### src/rtl/servo_slew_scheduler.sv
// rtl/servo_slew_scheduler.sv - slew-rate-limited per-channel servo pulse scheduler
//
// Holds a clamped target pulse width per channel. On each i_frame pulse it scans
// every channel in turn, moves the current width toward the target by at most
// STEP, and writes the result to the pulse register bank through a registered
// write port. Commands are accepted only while idle.
//
// Optional feature macro: SERVO_SLEW_SETTLED_EN (adds o_settled).
//
// Ports:
//   i_clock        system clock
//   i_reset        synchronous reset, active-high
//   i_frame        one-cycle pulse per PWM period, starts a scan when idle
//   i_cmd_valid    command strobe
//   i_cmd_channel  command channel index
//   i_cmd_target   requested pulse width (clamped to MIN_PULSE..MAX_PULSE)
//   o_cmd_ready    high while idle; a command is taken when valid and ready
//   o_cmd_err      one-cycle pulse after a command to a nonexistent channel
//   o_wr_valid     pulse bank write strobe
//   o_wr_index     pulse bank write address
//   o_wr_pulse     pulse bank write data
//   o_overrun      one-cycle pulse after an i_frame that arrived mid-scan
//   o_settled      (SERVO_SLEW_SETTLED_EN only) all channels at target after last scan

module servo_slew_scheduler #(
    parameter int CHANNELS  = 12,
    parameter int STEP      = 10,
    parameter int MIN_PULSE = 1000,
    parameter int MAX_PULSE = 2000,
    parameter int CENTER    = 1500
) (
    input  logic        i_clock,
    input  logic        i_reset,
    input  logic        i_frame,
    input  logic        i_cmd_valid,
    input  logic [3:0]  i_cmd_channel,
    input  logic [15:0] i_cmd_target,
    output logic        o_cmd_ready,
    output logic        o_cmd_err,
    output logic        o_wr_valid,
    output logic [3:0]  o_wr_index,
    output logic [15:0] o_wr_pulse,
    output logic        o_overrun
`ifdef SERVO_SLEW_SETTLED_EN
    ,
    output logic        o_settled
`endif
);

    localparam logic [15:0] STEP_W   = 16'(STEP);
    localparam logic [15:0] MIN_W    = 16'(MIN_PULSE);
    localparam logic [15:0] MAX_W    = 16'(MAX_PULSE);
    localparam logic [15:0] CENTER_W = 16'(CENTER);
    localparam logic [4:0]  CHAN_W   = 5'(CHANNELS);
    localparam logic [3:0]  LAST_K   = 4'(CHANNELS - 1);

    typedef enum logic {
        S_IDLE,
        S_SCAN
    } state_t;

    state_t      state_q, state_d;
    logic [3:0]  k_q, k_d;
    logic [15:0] tgt_q [CHANNELS];
    logic [15:0] tgt_d [CHANNELS];
    logic [15:0] cur_q [CHANNELS];
    logic [15:0] cur_d [CHANNELS];
    logic        wr_valid_q, wr_valid_d;
    logic [3:0]  wr_index_q, wr_index_d;
    logic [15:0] wr_pulse_q, wr_pulse_d;
    logic        cmd_err_q, cmd_err_d;
    logic        overrun_q, overrun_d;
    logic [15:0] clamped;
`ifdef SERVO_SLEW_SETTLED_EN
    logic        settled_q, settled_d;
    logic        all_eq;
`endif

    // One slew step: move cur toward tgt by at most STEP. Operands are always
    // within the clamp window, so the subtraction never wraps.
    function automatic logic [15:0] slew(input logic [15:0] cur, input logic [15:0] tgt);
        logic [15:0] d;
        logic [15:0] s;
        d = (cur < tgt) ? (tgt - cur) : (cur - tgt);
        s = (d < STEP_W) ? d : STEP_W;
        if (cur < tgt) begin
            return cur + s;
        end else if (cur > tgt) begin
            return cur - s;
        end
        return cur;
    endfunction

    assign o_cmd_ready = (state_q == S_IDLE);
    assign o_cmd_err   = cmd_err_q;
    assign o_wr_valid  = wr_valid_q;
    assign o_wr_index  = wr_index_q;
    assign o_wr_pulse  = wr_pulse_q;
    assign o_overrun   = overrun_q;
`ifdef SERVO_SLEW_SETTLED_EN
    assign o_settled   = settled_q;
`endif

    always_comb begin
        clamped = i_cmd_target;
        if (i_cmd_target < MIN_W) begin
            clamped = MIN_W;
        end else if (i_cmd_target > MAX_W) begin
            clamped = MAX_W;
        end
    end

    always_comb begin
        state_d    = state_q;
        k_d        = k_q;
        tgt_d      = tgt_q;
        cur_d      = cur_q;
        wr_valid_d = 1'b0;
        wr_index_d = wr_index_q;
        wr_pulse_d = wr_pulse_q;
        cmd_err_d  = 1'b0;
        overrun_d  = 1'b0;
`ifdef SERVO_SLEW_SETTLED_EN
        settled_d  = settled_q;
        all_eq     = 1'b1;
`endif
        case (state_q)
            S_IDLE: begin
                // The command is applied on the same edge that starts a scan,
                // so a simultaneous frame already sees the new target.
                if (i_cmd_valid) begin
                    if ({1'b0, i_cmd_channel} >= CHAN_W) begin
                        cmd_err_d = 1'b1;
                    end else begin
                        for (int i = 0; i < CHANNELS; i++) begin
                            if (i_cmd_channel == 4'(i)) begin
                                tgt_d[i] = clamped;
`ifdef SERVO_SLEW_SETTLED_EN
                                if (clamped != cur_q[i]) begin
                                    settled_d = 1'b0;
                                end
`endif
                            end
                        end
                    end
                end
                if (i_frame) begin
                    state_d = S_SCAN;
                    k_d     = 4'd0;
                end
            end
            S_SCAN: begin
                if (i_frame) begin
                    overrun_d = 1'b1;
                end
                for (int i = 0; i < CHANNELS; i++) begin
                    if (k_q == 4'(i)) begin
                        cur_d[i]   = slew(cur_q[i], tgt_q[i]);
                        wr_pulse_d = cur_d[i];
                    end
                end
                wr_valid_d = 1'b1;
                wr_index_d = k_q;
                if (k_q == LAST_K) begin
                    state_d = S_IDLE;
                    k_d     = 4'd0;
`ifdef SERVO_SLEW_SETTLED_EN
                    for (int i = 0; i < CHANNELS; i++) begin
                        if (cur_d[i] != tgt_q[i]) begin
                            all_eq = 1'b0;
                        end
                    end
                    settled_d = all_eq;
`endif
                end else begin
                    k_d = k_q + 4'd1;
                end
            end
            default: begin
                state_d = S_IDLE;
                k_d     = 4'd0;
            end
        endcase
    end

    always_ff @(posedge i_clock) begin
        if (i_reset) begin
            state_q    <= S_IDLE;
            k_q        <= 4'd0;
            for (int i = 0; i < CHANNELS; i++) begin
                tgt_q[i] <= CENTER_W;
                cur_q[i] <= CENTER_W;
            end
            wr_valid_q <= 1'b0;
            wr_index_q <= 4'd0;
            wr_pulse_q <= CENTER_W;
            cmd_err_q  <= 1'b0;
            overrun_q  <= 1'b0;
`ifdef SERVO_SLEW_SETTLED_EN
            settled_q  <= 1'b1;
`endif
        end else begin
            state_q    <= state_d;
            k_q        <= k_d;
            for (int i = 0; i < CHANNELS; i++) begin
                tgt_q[i] <= tgt_d[i];
                cur_q[i] <= cur_d[i];
            end
            wr_valid_q <= wr_valid_d;
            wr_index_q <= wr_index_d;
            wr_pulse_q <= wr_pulse_d;
            cmd_err_q  <= cmd_err_d;
            overrun_q  <= overrun_d;
`ifdef SERVO_SLEW_SETTLED_EN
            settled_q  <= settled_d;
`endif
        end
    end

endmodule

### config.mk
export PLATFORM = sky130hd
export DESIGN_NAME = servo_slew_scheduler
export DESIGN_NICKNAME = d
export VERILOG_FILES = /design/src/rtl/servo_slew_scheduler.sv
export SDC_FILE = /design/constraint.sdc
export NUM_CORES = 2
export LEC_CHECK = 0
export ABC_AREA = 1
export BUFFER_PORTS_ARGS = -buffer_cell sky130_fd_sc_hd__buf_2
export CORE_UTILIZATION = 50
export DETAILED_ROUTE_END_ITERATION = 10
export PLACE_DENSITY = 0.75
export SLEW_MARGIN = 20
export SYNTH_ARGS = -nofsm -noshare
export SYNTH_HDL_FRONTEND = slang
export SYNTH_SLANG_ARGS = --single-unit
### constraint.sdc
create_clock -name i_clock -period 12.6 [get_ports i_clock]
set_input_delay 1.89 -clock i_clock [delete_from_list [all_inputs] [get_ports i_clock]]
set_output_delay 1.89 -clock i_clock [all_outputs]
set_load 0.02 [all_outputs]
After elaboration in Yosys (flattened, before gate mapping)
Cells that the tools add are included.
{"block": "op_classes", "add_sub_neg": 49, "mul": 0, "n_div": 0, "magnitude_cmp": 39, "n_eq_ne": 23, "shift": 0, "n_mux": 130, "bitwise_logic": 3, "reduce_logical": 30}
{"operator": "16-bit two-way mux", "n": 74}
{"operator": "16-bit subtractor", "n": 36}
{"operator": "16-bit adder", "n": 12}
{"operator": "16-bit greater-than comparator", "n": 12}
{"operator": "16-bit < comparator", "n": 12}
{"operator": "16-bit by 4-bit < comparator with 1-bit output, second input constant", "n": 12}
{"operator": "1-bit two-way mux", "n": 52}
{"operator": "4-bit AND reduction", "n": 12}
{"operator": "4-bit by 3-bit == test with 1-bit output, second input constant", "n": 8}
{"operator": "4-bit == test, second input constant", "n": 8}
{"operator": "2-bit AND reduction", "n": 13}
{"operator": "4-bit by 2-bit == test with 1-bit output, second input constant", "n": 4}
{"operator": "16-bit by 11-bit greater-than comparator with 1-bit output, second input constant", "n": 1}
{"operator": "16-bit by 10-bit < comparator with 1-bit output, second input constant", "n": 1}
{"operator": "12-bit nonzero test", "n": 1}
{"operator": "4-bit by 1-bit == test with 1-bit output, second input constant", "n": 2}
{"operator": "4-bit zero test", "n": 2}
{"operator": "4-bit two-way mux", "n": 2}
{"operator": "4-bit one-hot mux with 2 select lines", "n": 1}
{"operator": "4-bit by 1-bit adder with 4-bit output, second input constant", "n": 1}
{"operator": "4-bit >= comparator, second input constant", "n": 1}
{"operator": "1-bit inverter", "n": 3}
{"operator": "3-bit OR reduction", "n": 1}
{"operator": "2-bit inequality test, second input constant", "n": 1}
{"operator": "2 further kinds", "n": 2}
{"block": "totals", "reg_bits": 412, "latchBits": 0, "ramBits": 0, "romBits": 0, "input_bits": 24, "out_inout_bits": 24, "word_cells": 305, "n_memories": 0}

Depth between registers and ports, before layout
{"block": "depth", "word_depth": 20, "depth_mapped": 56, "depth_no_buf": 55}

Worst setup path before layout
No wires, ideal clock.
{"block": "synth_path", "path_type": "flip-flop to flip-flop", "from": "register cur_q[48] in the netlist's numbering", "to": "register wr_pulse_q[14] (netlist: o_wr_pulse[14])", "setup_time_ps": 132, "arrival_time_ps": 5671, "t_required_ps": 12468, "slack_ps": 6797, "path_stages_with_launch": 49, "path_buffers": 2, "synth_period_minus_slack_ps": 5803, "cell_sequence": "dfxtp_1 -> inv_1 -> ha_1 -> inv_1 -> fa_1 -> nand3_1 -> nand2_1 -> a21oi_2 -> o21ai_1 -> nand3_1 -> nand2_1 -> buf_6 -> buf_6 -> o21ai_1 -> xor2_1 -> nand4_1 -> a21oi_1 -> nand2_1 -> [13 not listed] -> nand3_1 -> nand2_1 -> nand3_1 -> nand2_1 -> nand2_1 -> inv_1 -> o21ai_0 -> nand2_1 -> xor2_1 -> nand2_1 -> o21ai_0 -> or2_2 -> nand2_1 -> nand2_1 -> nand2_1 -> nand2_1 -> nand2_1 -> a21oi_1"}
{"block": "synth_via", "elab_chain_len": 12, "elab_cells_between_ends": 20, "cone_classes": "add/sub (4); order compare (3); mux (13)"}
{"item": "start: declaration", "line": "66", "text": "logic [15:0] cur_q [CHANNELS];"}
{"item": "start signal: indexed assignment", "line": "207", "text": "cur_q[i] <= cur_d[i];"}
{"item": "16-bit subtractor or 16-bit < comparator (tied branches)", "line": "84, 86"}
{"item": "16-bit two-way mux", "line": "84", "text": "d = (cur < tgt) ? (tgt - cur) : (cur - tgt);"}
{"item": "16-bit by 4-bit < comparator with 1-bit output", "line": "85", "text": "s = (d < STEP_W) ? d : STEP_W;"}
{"item": "16-bit two-way mux", "line": "85"}
{"item": "16-bit subtractor", "line": "89", "text": "return cur - s;"}
{"item": "16-bit two-way mux", "line": "88", "text": "end else if (cur > tgt) begin"}
{"item": "16-bit two-way mux", "line": "86", "text": "if (cur < tgt) begin"}
{"item": "16-bit two-way mux (*)", "line": "91", "text": "return cur;"}
{"item": "16-bit two-way mux (*) (4 in a row)", "line": "157", "text": "if (k_q == 4'(i)) begin"}
{"item": "end signal: assignment", "line": "211", "text": "wr_pulse_q <= wr_pulse_d;"}
{"item": "end: declaration", "line": "70", "text": "logic [15:0] wr_pulse_q, wr_pulse_d;"}
Mark *: on every way between the ends. The rest lies on a longest branch, timed or not. The select of a mux whose other input is x is not followed.
A chain may end at the register's enable or synchronous reset.

Final worst setup path
{"block": "layout_path", "from": "register tgt_q[44] in the netlist's numbering", "to": "register wr_pulse_q[15] (netlist: o_wr_pulse[15])"}
{"block": "layout_via", "elab_chain_len": 11, "elab_cells_between_ends": 19, "cone_classes": "add/sub (4); order compare (3); mux (12)"}
{"item": "start: declaration", "line": "64", "text": "logic [15:0] tgt_q [CHANNELS];"}
{"item": "start signal: indexed assignment", "line": "206", "text": "tgt_q[i] <= tgt_d[i];"}
{"item": "16-bit subtractor or 16-bit < comparator (tied branches)", "line": "84, 86"}
{"item": "16-bit two-way mux", "line": "84"}
{"item": "16-bit by 4-bit < comparator with 1-bit output", "line": "85"}
{"item": "16-bit two-way mux", "line": "85"}
{"item": "16-bit subtractor", "line": "89"}
{"item": "16-bit two-way mux", "line": "88"}
{"item": "16-bit two-way mux", "line": "86"}
{"item": "16-bit two-way mux (*)", "line": "91"}
{"item": "16-bit two-way mux (*) (3 in a row)", "line": "157"}
Marked as above.

==> run summary <==
result of the run - finished clean
sort of element at the end of the critical path - flop
Worst Hold Path EP - tgt_q[159]$_SDFFE_PP0P_
Most used DFF post-synth - sky130_fd_sc_hd__dfxtp_1
CTS tree - done
fraction of final layout cells with drive strength greater than 1 - 0.0505
leading area contributor after synthesis - sky130_fd_sc_hd__dfxtp_1
CTS HTree Levels - 2
Arr. time, crit path - 8.12 ns
die area - 99100 um^2
overall via count from detail_route - 51500
Critical R2R Capture - o_wr_pulse[15]$_SDFFE_PP0P_
Num CTS Buffers - 54
final critical-path setup slack - 5.00 ns
Filler Cell Count - 9881
post-detailed-route DRC marker count - 0
count of buffers added by post-CTS timing repair for setup - 0
MaxCap Viol Count - 0
class of the tightest hold or removal check - reg -> reg
largest net degree at the start of global routing - 81
antenna violations before repair - 6
hold path startpoint - tgt_q[159]$_SDFFE_PP0P_
drt via density - 5.63
number of warning messages in the yosys log - 0
number of distinct library cells after synthesis - 72
number of hold-repair buffers added at the cts stage - 0
path type of the worst setup path - reg -> reg
total wire length - 163 mm
Layout Nets - 8466
Crit Path Max Fanout - 26
maximum buffer depth of the clock tree - 3
post-route fraction of the period consumed by the critical path - 0.603
aggregate global routing overflow - 0
Reg clk slew, reported paths - 0.06 ns
root cell of the clock tree - sky130_fd_sc_hd__clkbuf_16
synthesized netlist net count - 8600
Hold Path Stages - 2
Slew Limit Headroom - 0.286
area share of the largest cell type after synthesis - 0.169
setup TNS - 0 ns
total of cells resized after clock tree synthesis - 0
Async SR Flop Fraction - 0
placement-stage worst setup slack - 5.19 ns
fmax - 0.132 GHz
Syn Std Cell Area - 48900 um^2
core footprint - 96900 um^2
clock latency at the later pin of the worst-skew pair - 0.67 ns
clock tree sinks - 412
via count of the first global-routing pass - 47600
global-route wire length before repair - 255 mm
number of top-level design ports - 48
final number of setup-violating endpoints - 0
worst flop-to-flop path startpoint - tgt_q[44]$_SDFFE_PP0P_
R2R Setup Slk - 5.00 ns
met3 track demand over resource - 0.0490
max-slew violations - 0
number of placement rows - 114
number of flops mapped to enable cells by yosys - 0
length of the first detailed-routing pass in iterations - 7
cell count after synthesis - 7969
slew of the pin with the lowest slew margin - 1.07 ns
total power divided by cell area - 132 nW/um^2
number of nets still failing antenna checks after routing - 0
delay-heaviest family, CP - simple AND/OR/NAND/NOR gates
number of endpoints with negative hold slack in the final report - 0
number of diodes added for antenna fixing - 0
weighted congestion reported at the end of routability-driven placement - 0.969
Design Power - 6830 uW
Critical Path Source Type - flop
Avg Inst Size Synth - 6.14 um^2
drt initial violations - 4433
count of input and output buffers - 47
worst path bufs/invs - 6
detailed-route wire length per cell - 17.8 um
unrepaired setup endpoints after global routing - false
Layout area overhead - 5.46%
final critical path time including I/O delays and setup - 7.60 ns
Peak supply drop - 0.135 mV
Static Leakage - 0.0277 uW
starting utilization of the core area - 0.505
Global Route Usage Sum - 0.319
top area cells in the synthesized netlist - sky130_fd_sc_hd__dfxtp_1 17%, sky130_fd_sc_hd__nand2_1 16%, sky130_fd_sc_hd__ha_1 15%
worst stage delay on the critical path - 0.42 ns
met2 layer usage reported by global route - 0.536
total half-perimeter wirelength after legalization and detailed placement - 126 mm
layer carrying the most global-route usage - met2
Required @ worst endpoint - 13.12 ns
number of register bits inferred by synthesis - 412
Clock Skew - 0.0417 ns
sequential element share of the synthesized area - 0.169
Critical Path Start - tgt_q[44]$_SDFFE_PP0P_
floorplan die width - 315 um
cell at the slowest stage of the critical path - sky130_fd_sc_hd__ha_1
depth of the worst register-to-register path - 52
Die Height - 315 um
global-route met1 utilization - 0.404
Most common cell on crit path - sky130_fd_sc_hd__nand2_1
-- power by group --
group / switching, uW / internal [uW] / leakage (uW) / total [uW]
Clock: 708 / 944 / 0.000919 / 1650
Combinational: 2580 / 1210 / 0.0235 / 3790
Sequential: 49.4 / 1340 / 0.00334 / 1390
-- Yosys cell counts, types with 54 or more instances --
cell,count
sky130_fd_sc_hd__nand3_1,391
sky130_fd_sc_hd__o21ai_0,662
sky130_fd_sc_hd__nor2_1,467
sky130_fd_sc_hd__nand2_1,2054
sky130_fd_sc_hd__dfxtp_1,412
sky130_fd_sc_hd__xor2_1,228
sky130_fd_sc_hd__xnor2_1,77
sky130_fd_sc_hd__ha_1,571
sky130_fd_sc_hd__nand4_1,60
sky130_fd_sc_hd__inv_1,1196
sky130_fd_sc_hd__buf_2,54
sky130_fd_sc_hd__o211ai_1,106
sky130_fd_sc_hd__clkbuf_1,167
sky130_fd_sc_hd__nor3_1,119
sky130_fd_sc_hd__a21oi_1,788
-- kinds of logic after synthesis --
logic type                 synth area share
and+or+nand+nor                       0.281
adders and majority gates             0.161
DFF                                   0.169
xor gates and xnor gates             0.0546
buffers and inverters                 0.122
muxes                               0.00207
AOI/OAI and AO/OA                     0.210
-- how the worst max path moves through the flow --
| stage | end | slack, ns | cells past startpoint |
|---|---|---|---|
| floorplan | o_wr_pulse[14]$_SDFFE_PP0P_ | 6.80 | 48 |
| global placement | o_wr_pulse[15]$_SDFFE_PP0P_ | 5.30 | 52 |
| detailed placement | o_wr_pulse[15]$_SDFFE_PP0P_ | 5.19 | 52 |
| CTS | o_wr_pulse[15]$_SDFFE_PP0P_ | 5.16 | 52 |
| global route | o_wr_pulse[14]$_SDFFE_PP0P_ | 4.33 | 49 |
| finish | o_wr_pulse[15]$_SDFFE_PP0P_ | 5.00 | 52 |
-- placed cells by master, fill, tap and decap left out, drive strengths merged, types with 106 or more instances in the layout --
cell    synthesis  layout
nor3          120     120
dfxtp         412     412
ha            571     571
o211ai        106     106
a21oi         811     811
nand2        2107    2107
xor2          228     228
inv          1232    1240
o21ai         720     720
nand3         401     401
nor2          498     498
-- final cells by class --
cell class	instances	area, um^2	area share
clock buffer	61	1420	0.0275
timing repair buffer	83	515	0.00999
tap	1276	1600	0.0309
inverter	1240	4660	0.0904
clock inverter	38	433	0.00839
multi-input combinational	6044	34700	0.673
sequential	412	8250	0.160
-- sequential cells by signal (all words and copies together), names as in the netlist --
signal / cells
state_q: 1
o_wr_valid: 1
o_wr_index: 4
k_q: 4
tgt_q: 192
o_cmd_err: 1
o_overrun: 1
o_wr_pulse: 16
cur_q: 192
-- per-stage QoR --
step | instances | area, um^2 | hold WS, ns | util
after global placement | 9055 | 49700 | 0.439 | 0.514
after CTS | 9154 | 51600 | 0.455 | 0.533
after detailed placement | 9055 | 49700 | 0.445 | 0.514
after global routing | 9154 | 51600 | 0.478 | 0.533
after floorplan | 7969 | 48900 | 0.430 | -
final | 9154 | 51600 | 0.451 | 0.533
-- routing by layer --
metal  part of all wire  vias to the layer above
met4              0.046                        4
met1               0.42                    23600
met5            0.00017                        -
met3              0.081                      365
met2               0.46                     1908
li1                   -                    25600
-- worst register-to-register path, delay by kind of cell, from the launching register on --
kind / cells / cell delay, ns
compound gates: 6 / 1.04
xor+xnor: 2 / 0.30
fa+ha+maj: 3 / 0.94
buf+inv: 6 / 0.70
flops: 1 / 0.33
simple gates: 35 / 4.14
No activity file was read; power rests on OpenSTA's default activity.
